===== src/rtl/alu_issue_sched_pkg.sv =====
// ---- alu_issue_sched_pkg : ALU op codes, scheduler states, latency-class decode (rev 1.0) ----
`default_nettype none

package alu_issue_sched_pkg;

  localparam logic [3:0] ALU_OP_ADD  = 4'd0;
  localparam logic [3:0] ALU_OP_SUB  = 4'd1;
  localparam logic [3:0] ALU_OP_AND  = 4'd2;
  localparam logic [3:0] ALU_OP_OR   = 4'd3;
  localparam logic [3:0] ALU_OP_XOR  = 4'd4;
  localparam logic [3:0] ALU_OP_SLT  = 4'd5;
  localparam logic [3:0] ALU_OP_SLTU = 4'd6;
  localparam logic [3:0] ALU_OP_SLL  = 4'd7;
  localparam logic [3:0] ALU_OP_SRA  = 4'd8;
  localparam logic [3:0] ALU_OP_SRL  = 4'd9;
  localparam logic [3:0] ALU_OP_MUL  = 4'd10;
  localparam logic [3:0] ALU_OP_DIV  = 4'd11;

  typedef enum logic [1:0] {
    ST_IDLE = 2'd0,
    ST_EXEC = 2'd1,
    ST_RESP = 2'd2
  } sched_state_t;

  typedef enum logic [1:0] {
    LAT_ONE = 2'd0,
    LAT_MUL = 2'd1,
    LAT_DIV = 2'd2
  } lat_class_t;

  // Unassigned codes 12-15 fall into the single-cycle class.
  function automatic lat_class_t lat_class(input logic [3:0] func);
    case (func)
      ALU_OP_MUL: return LAT_MUL;
      ALU_OP_DIV: return LAT_DIV;
      default:    return LAT_ONE;
    endcase
  endfunction

endpackage

`default_nettype wire


===== src/rtl/alu_issue_sched_if.sv =====
// ---- alu_issue_sched_if : request ports, ALU operand/result bus and CDB writeback (rev 1.0) ----
`default_nettype none

interface alu_issue_sched_if #(
  parameter int WIDTH = 32,
  parameter int TAG_W = 6
);
  logic             req0_valid;
  logic             req0_ready;
  logic [3:0]       req0_func;
  logic [WIDTH-1:0] req0_op1;
  logic [WIDTH-1:0] req0_op2;
  logic [TAG_W-1:0] req0_tag;

  logic             req1_valid;
  logic             req1_ready;
  logic [3:0]       req1_func;
  logic [WIDTH-1:0] req1_op1;
  logic [WIDTH-1:0] req1_op2;
  logic [TAG_W-1:0] req1_tag;

  logic [3:0]       alu_func;
  logic [WIDTH-1:0] alu_op1;
  logic [WIDTH-1:0] alu_op2;
  logic [WIDTH-1:0] alu_out;

  logic             res_valid;
  logic             res_ready;
  logic [WIDTH-1:0] res_data;
  logic [TAG_W-1:0] res_tag;

  modport slave (
    input  req0_valid, req0_func, req0_op1, req0_op2, req0_tag,
    input  req1_valid, req1_func, req1_op1, req1_op2, req1_tag,
    input  alu_out, res_ready,
    output req0_ready, req1_ready,
    output alu_func, alu_op1, alu_op2,
    output res_valid, res_data, res_tag
  );

  modport master (
    output req0_valid, req0_func, req0_op1, req0_op2, req0_tag,
    output req1_valid, req1_func, req1_op1, req1_op2, req1_tag,
    output alu_out, res_ready,
    input  req0_ready, req1_ready,
    input  alu_func, alu_op1, alu_op2,
    input  res_valid, res_data, res_tag
  );

endinterface

`default_nettype wire


===== src/rtl/alu_issue_sched_rr_arb2.sv =====
// ---- rr_arb2 : two-input round-robin arbiter, pointer advances past each grant (rev 1.0) ----
`default_nettype none

module rr_arb2 (
  input  logic       clk,
  input  logic       rst_n,
  input  logic [1:0] req,
  input  logic       en,
  output logic [1:0] gnt
);

  logic rr;

  always_comb begin
    gnt = 2'b00;
    if (en) begin
      if (req == 2'b11) gnt = rr ? 2'b10 : 2'b01;
      else              gnt = req;
    end
  end

  always_ff @(posedge clk) begin
    if (!rst_n)              rr <= 1'b0;
    else if (en && (|gnt))   rr <= gnt[0];
  end

endmodule

`default_nettype wire


===== src/rtl/alu_issue_sched.sv =====
// ---- alu_issue_sched : round-robin issue into a shared ALU with multicycle operand hold (rev 1.0) ----
`default_nettype none

module alu_issue_sched
  import alu_issue_sched_pkg::*;
#(
  parameter int WIDTH   = 32,
  parameter int TAG_W   = 6,
  parameter int MUL_LAT = 2,
  parameter int DIV_LAT = 8
) (
  input  logic               clk,
  input  logic               rst_n,
  input  logic               flush,
  output logic               busy,
  alu_issue_sched_if.slave   bus
);

  localparam int MAX_LAT = (MUL_LAT > DIV_LAT) ? MUL_LAT : DIV_LAT;
  localparam int CNT_W   = (MAX_LAT > 1) ? $clog2(MAX_LAT) : 1;

  sched_state_t     state;
  logic [CNT_W-1:0] cnt;
  logic [3:0]       func_q;
  logic [WIDTH-1:0] op1_q;
  logic [WIDTH-1:0] op2_q;
  logic [TAG_W-1:0] tag_q;
  logic             res_valid_q;
  logic [WIDTH-1:0] res_data_q;
  logic [TAG_W-1:0] res_tag_q;

  logic             can_accept;
  logic [1:0]       gnt;
  logic             hs;
  logic [3:0]       sel_func;
  logic [WIDTH-1:0] sel_op1;
  logic [WIDTH-1:0] sel_op2;
  logic [TAG_W-1:0] sel_tag;
  logic [CNT_W-1:0] sel_lat_m1;

  assign can_accept = rst_n && !flush &&
                      ((state == ST_IDLE) || ((state == ST_RESP) && bus.res_ready));

  rr_arb2 u_arb (
    .clk   (clk),
    .rst_n (rst_n),
    .req   ({bus.req1_valid, bus.req0_valid}),
    .en    (can_accept),
    .gnt   (gnt)
  );

  assign hs       = |gnt;
  assign sel_func = gnt[1] ? bus.req1_func : bus.req0_func;
  assign sel_op1  = gnt[1] ? bus.req1_op1  : bus.req0_op1;
  assign sel_op2  = gnt[1] ? bus.req1_op2  : bus.req0_op2;
  assign sel_tag  = gnt[1] ? bus.req1_tag  : bus.req0_tag;

  always_comb begin
    case (lat_class(sel_func))
      LAT_MUL: sel_lat_m1 = CNT_W'(MUL_LAT - 1);
      LAT_DIV: sel_lat_m1 = CNT_W'(DIV_LAT - 1);
      default: sel_lat_m1 = '0;
    endcase
  end

  always_ff @(posedge clk) begin
    if (!rst_n) begin
      state       <= ST_IDLE;
      cnt         <= '0;
      func_q      <= '0;
      op1_q       <= '0;
      op2_q       <= '0;
      tag_q       <= '0;
      res_valid_q <= 1'b0;
      res_data_q  <= '0;
      res_tag_q   <= '0;
    end else if (flush) begin
      state       <= ST_IDLE;
      res_valid_q <= 1'b0;
    end else begin
      case (state)
        ST_IDLE: begin
          if (hs) begin
            func_q <= sel_func;
            op1_q  <= sel_op1;
            op2_q  <= sel_op2;
            tag_q  <= sel_tag;
            cnt    <= sel_lat_m1;
            state  <= ST_EXEC;
          end
        end
        ST_EXEC: begin
          if (cnt != '0) begin
            cnt <= cnt - CNT_W'(1);
          end else begin
            // Divide-by-zero is defined here rather than trusting the ALU.
            if ((func_q == ALU_OP_DIV) && (op2_q == '0)) res_data_q <= '1;
            else                                          res_data_q <= bus.alu_out;
            res_tag_q   <= tag_q;
            res_valid_q <= 1'b1;
            state       <= ST_RESP;
          end
        end
        ST_RESP: begin
          if (bus.res_ready) begin
            res_valid_q <= 1'b0;
            if (hs) begin
              func_q <= sel_func;
              op1_q  <= sel_op1;
              op2_q  <= sel_op2;
              tag_q  <= sel_tag;
              cnt    <= sel_lat_m1;
              state  <= ST_EXEC;
            end else begin
              state  <= ST_IDLE;
            end
          end
        end
        default: state <= ST_IDLE;
      endcase
    end
  end

  assign bus.req0_ready = gnt[0];
  assign bus.req1_ready = gnt[1];
  assign bus.alu_func   = func_q;
  assign bus.alu_op1    = op1_q;
  assign bus.alu_op2    = op2_q;
  assign bus.res_valid  = res_valid_q;
  assign bus.res_data   = res_data_q;
  assign bus.res_tag    = res_tag_q;
  assign busy           = (state != ST_IDLE);

endmodule

`default_nettype wire


===== src/flat_wrapper.sv =====
// flat-port wrapper written by rule: the top's interface ports become plain ports
module alu_issue_sched_flat import alu_issue_sched_pkg::*;
#(
  parameter int WIDTH   = 32,
  parameter int TAG_W   = 6,
  parameter int MUL_LAT = 2,
  parameter int DIV_LAT = 8
)
  (clk, rst_n, flush, busy, bus_req0_valid, bus_req0_func, bus_req0_op1, bus_req0_op2, bus_req0_tag, bus_req1_valid, bus_req1_func, bus_req1_op1, bus_req1_op2, bus_req1_tag, bus_alu_out, bus_res_ready, bus_req0_ready, bus_req1_ready, bus_alu_func, bus_alu_op1, bus_alu_op2, bus_res_valid, bus_res_data, bus_res_tag);
  alu_issue_sched_if #(.WIDTH(WIDTH), .TAG_W(TAG_W)) bus_i ();
  input  logic clk;
  input  logic rst_n;
  input  logic flush;
  output logic busy;
  input wire logic [$bits(bus_i.req0_valid)-1:0] bus_req0_valid;
  input wire logic [$bits(bus_i.req0_func)-1:0] bus_req0_func;
  input wire logic [$bits(bus_i.req0_op1)-1:0] bus_req0_op1;
  input wire logic [$bits(bus_i.req0_op2)-1:0] bus_req0_op2;
  input wire logic [$bits(bus_i.req0_tag)-1:0] bus_req0_tag;
  input wire logic [$bits(bus_i.req1_valid)-1:0] bus_req1_valid;
  input wire logic [$bits(bus_i.req1_func)-1:0] bus_req1_func;
  input wire logic [$bits(bus_i.req1_op1)-1:0] bus_req1_op1;
  input wire logic [$bits(bus_i.req1_op2)-1:0] bus_req1_op2;
  input wire logic [$bits(bus_i.req1_tag)-1:0] bus_req1_tag;
  input wire logic [$bits(bus_i.alu_out)-1:0] bus_alu_out;
  input wire logic [$bits(bus_i.res_ready)-1:0] bus_res_ready;
  output wire logic [$bits(bus_i.req0_ready)-1:0] bus_req0_ready;
  output wire logic [$bits(bus_i.req1_ready)-1:0] bus_req1_ready;
  output wire logic [$bits(bus_i.alu_func)-1:0] bus_alu_func;
  output wire logic [$bits(bus_i.alu_op1)-1:0] bus_alu_op1;
  output wire logic [$bits(bus_i.alu_op2)-1:0] bus_alu_op2;
  output wire logic [$bits(bus_i.res_valid)-1:0] bus_res_valid;
  output wire logic [$bits(bus_i.res_data)-1:0] bus_res_data;
  output wire logic [$bits(bus_i.res_tag)-1:0] bus_res_tag;
  assign bus_i.req0_valid = bus_req0_valid;
  assign bus_i.req0_func = bus_req0_func;
  assign bus_i.req0_op1 = bus_req0_op1;
  assign bus_i.req0_op2 = bus_req0_op2;
  assign bus_i.req0_tag = bus_req0_tag;
  assign bus_i.req1_valid = bus_req1_valid;
  assign bus_i.req1_func = bus_req1_func;
  assign bus_i.req1_op1 = bus_req1_op1;
  assign bus_i.req1_op2 = bus_req1_op2;
  assign bus_i.req1_tag = bus_req1_tag;
  assign bus_i.alu_out = bus_alu_out;
  assign bus_i.res_ready = bus_res_ready;
  assign bus_req0_ready = bus_i.req0_ready;
  assign bus_req1_ready = bus_i.req1_ready;
  assign bus_alu_func = bus_i.alu_func;
  assign bus_alu_op1 = bus_i.alu_op1;
  assign bus_alu_op2 = bus_i.alu_op2;
  assign bus_res_valid = bus_i.res_valid;
  assign bus_res_data = bus_i.res_data;
  assign bus_res_tag = bus_i.res_tag;
  alu_issue_sched #(.WIDTH(WIDTH), .TAG_W(TAG_W), .MUL_LAT(MUL_LAT), .DIV_LAT(DIV_LAT)) u_core (.clk(clk), .rst_n(rst_n), .flush(flush), .busy(busy), .bus(bus_i));
endmodule

===== config.mk =====
export PLATFORM = sky130hd
export DESIGN_NAME = alu_issue_sched_flat
export DESIGN_NICKNAME = d
export VERILOG_FILES = /design/src/rtl/alu_issue_sched_pkg.sv /design/src/rtl/alu_issue_sched_if.sv /design/src/rtl/alu_issue_sched_rr_arb2.sv /design/src/rtl/alu_issue_sched.sv /design/src/flat_wrapper.sv
export SDC_FILE = /design/constraint.sdc
export NUM_CORES = 1
export LEC_CHECK = 0
export ABC_AREA = 1
export ABC_CLOCK_PERIOD_IN_PS = 2300
export CAP_MARGIN = 40
export CELL_PAD_IN_SITES_DETAIL_PLACEMENT = 1
export CELL_PAD_IN_SITES_GLOBAL_PLACEMENT = 1
export CORE_MARGIN = 5
export CORE_UTILIZATION = 26
export DETAILED_ROUTE_END_ITERATION = 10
export PLACE_DENSITY = 0.85
export SYNTH_ARGS = -nofsm -noshare
export SYNTH_HDL_FRONTEND = slang
export SYNTH_SLANG_ARGS = --single-unit

===== constraint.sdc =====
create_clock -name clk -period 2.3 [get_ports clk]
set_clock_uncertainty 0.15 [all_clocks]
set_input_delay 0.345 -clock clk [delete_from_list [all_inputs] [get_ports clk]]
set_output_delay 0.345 -clock clk [all_outputs]
set_load 0.01 [all_outputs]

==> out/qor.yml <==
placed_design:
  port_buffers: 295
  hpwl_mm: 16.7
  place.gp.congestion: 0.791
floorplanning:
  die_area_sq_mm: 0.0237
  row_count: 52
  die_h_um: 154
  pin_count: 296
  core-area_sq_mm: 0.0203
  die_w_um: 154
  start_util_pct: 26.5
grt:
  grt_max_degree: 71
  grt-ovfl-total: 0
  antenna_found_initial: 1
  grt_pass1_wl_mm: 35.4
  track_usage_pct: 18.4
  grt_pass1_vias: 6688
synth:
  yosysSeqAreaShare_pct: 44.3
  synth_fp_nets: 1015
  yosysWarnings: 0
  synthCells: 826
  synth.distinct_cells: 26
  syn_area_sq_mm: 0.00538
  synthArstFlopShare_pct: 0
  ys_seq_elements: 119
  syn_avg_cell_area_sq_um: 6.51
  ys.flop_type: "dfxtp_1"
  synth_edf_count: 0
clock_tree:
  clkSlewWorstSetupHoldPaths_ns: 0.06
  htreeDepth: 4
  root_buffer: "clkbuf_16"
  clock-sinks: 119
  postCtsHoldBufs: 0
  cts_buffer_depth: 2
  clk_latency_ns: 0.41
  numCtsBuffers: 17
  cts_tree: "yes"
critical_path:
  reg2reg_slack_ns: 0.23
  crit_path_start: "bus_res_ready"
  crit_type: "in -> out"
  crit_path_end_kind: "primary output"
  r2r_end: "u_core.bus.alu_op1[23]$_SDFFE_PN0P_"
  r2r_start: "u_core.state[1]$_SDFFE_PP0P_"
  crit_path_start_kind: "input port"
  cp_data_arrival_time_ns: 1.74
  crit_end: "bus_req1_ready"
  crit_required_ns: 1.80
  path_max_fanout: 9
  r2r_cells: 9
power_and_ir_drop:
  powerDensity_mw_per_mm2: 649
  power_leakage_nw: 3.98
  ir_worst_vdd_mv: 0.454
  p_total_mw: 6.09
route:
  drc: 0
  drtAntennaViolNets: 0
  wl_mm: 22.5
  drt_iter0_markers: 254
  vias: 6404
  post_drt_wl_per_cell_um: 16.1
  first_pass_iters: 4
  viasPerCell: 4.57
layout:
  num-fill-cells: 2527
  final_common_cell: "clkdlybuf4s50_1"
  drive_gt1_share_pct: 7.07
  layout_common_cells: "clkdlybuf4s50_1 (291), nand2_1 (234), nor2_1 (212)"
  syn2layout_area_growth_pct: 74.2
  layout.nets: 1307
  seq_area_sq_mm: 0.00238
  multi_input_area_sq_mm: 0.00268
sta:
  tns_ns: 0
  slew_violations: 0
  hold_viol: 0
  finalCriticalPeriod_ns: 2.23
  fmax_mhz: 448
  final.period_utilization_pct: 97.0
  relSlewSlack_pct: 63.5
  setup_viol: 0
  worst_pin_slew_ns: 0.548
min_path:
  hold_path_class: "in -> reg"
job:
  maxCapViolCount: 0
status:
  status: "complete, no violations"
[layer usage]
metal	track usage, %	up-vias	wire length, um
li1	-	3200	-
met1	21.5	2982	9380
met2	31.9	198	11100
met3	5.71	24	1630
met4	6.52	0	406
met5	0	-	0
[through the flow]
stage / std cells / cell area [sq um] / setup slack (ns) / hold slack, ns / utilization [%]
6_report: 1402 / 9370 / 0.0693 / 0.0702 / 46.2
5_1_grt: 1402 / 9370 / -0.00685 / 0.0606 / 46.2
4_1_cts: 1395 / 9300 / 0.0394 / 0.0514 / 45.8
3_5_place_dp: 1363 / 8700 / -0.363 / 0.317 / 42.9
3_3_place_gp: 1362 / 8680 / -0.285 / 0.314 / 42.7
2_1_floorplan: 826 / 5380 / 0.164 / 0.300 / -
[registers in the layout (all words and copies together), names as in the netlist]
| register | flops |
|---|---|
| u_core.bus.alu_func | 4 |
| u_core.bus.alu_op1 | 32 |
| u_core.bus.alu_op2 | 32 |
| u_core.bus.res_data | 32 |
| u_core.bus.res_tag | 6 |
| u_core.bus.res_valid | 1 |
| u_core.cnt | 3 |
| u_core.state | 2 |
| u_core.tag_q | 6 |
| u_core.u_arb.rr | 1 |
[worst min-delay path by stage]
| stage | startpoint | endpoint | slack (ns) | depth (start not counted) |
|---|---|---|---|---|
| finish | rst_n | u_core.u_arb.rr$_SDFFE_PN0P_ | 0.07 | 3 |
| global route | rst_n | u_core.u_arb.rr$_SDFFE_PN0P_ | 0.06 | 3 |
| CTS | rst_n | u_core.u_arb.rr$_SDFFE_PN0P_ | 0.05 | 3 |
| detailed placement | u_core.bus.res_valid$_SDFFE_PP0P_ | u_core.bus.res_valid$_SDFFE_PP0P_ | 0.32 | 2 |
| global placement | u_core.tag_q[4]$_SDFFE_PN0P_ | u_core.bus.res_tag[4]$_SDFFE_PN0P_ | 0.31 | 2 |
| floorplan | u_core.tag_q[0]$_SDFFE_PN0P_ | u_core.bus.res_tag[0]$_SDFFE_PN0P_ | 0.30 | 2 |
[worst max-delay path: stages]
cell and delay (ns):
clkdlybuf4s50_1 0.45, inv_1 0.07, a21oi_2 0.22, nand3_4 0.16, inv_2 0.10, buf_4 0.14
clkdlybuf4s15_1 0.24
[synthesized netlist by cell type (4+ instances only)]
cell,n,share of area (%)
nand2_1,236,16
a21oi_1,42,3.9
dfxtp_1,119,44
inv_1,17,1.2
o21ai_1,18,1.7
buf_2,17,1.6
nand4_1,4,0.47
nor2_1,213,15
inv_2,5,0.35
clkbuf_1,27,1.9
nand3_1,12,1.1
o21ai_0,95,8.8
[power by group]
part,leakage (nW),total (mW),internal [mW],switching [mW]
clock network,0.279,2.71,1.66,1.05
registers,0.972,2.26,2.18,0.0753
logic,2.73,1.12,0.638,0.479
total,3.98,6.09,4.48,1.60
[final cells by class]
| type | instances | area share [%] |
|---|---|---|
| Clock inverter | 13 | 1.56 |
| Tap cell | 270 | 3.60 |
| Inverter | 22 | 0.881 |
| Timing Repair Buffer | 326 | 35.0 |
| Antenna cell | 1 | 0.0267 |
| Clock buffer | 19 | 4.83 |
| Multi-Input combinational cell | 632 | 28.6 |
| Sequential cell | 119 | 25.4 |
[logic make-up after synthesis]
family / count (synthesis) / share of synthesized area, %
and+or+nand+nor: 470 / 33.9
AOI/OAI and AO/OA: 158 / 14.9
DFF: 119 / 44.3
buffers and inverters: 75 / 6.14
adders and majority gates: 3 / 0.698
xor gates and xnor gates: 1 / 0.163
[repair_timing]
action                                  4_1_cts  5_1_grt
gates resized for setup                       2       11
endpoints found under the setup margin        2       56
buffers inserted                              0        6
pin swaps                                     1        5
No activity file was read; power rests on OpenSTA's default activity.
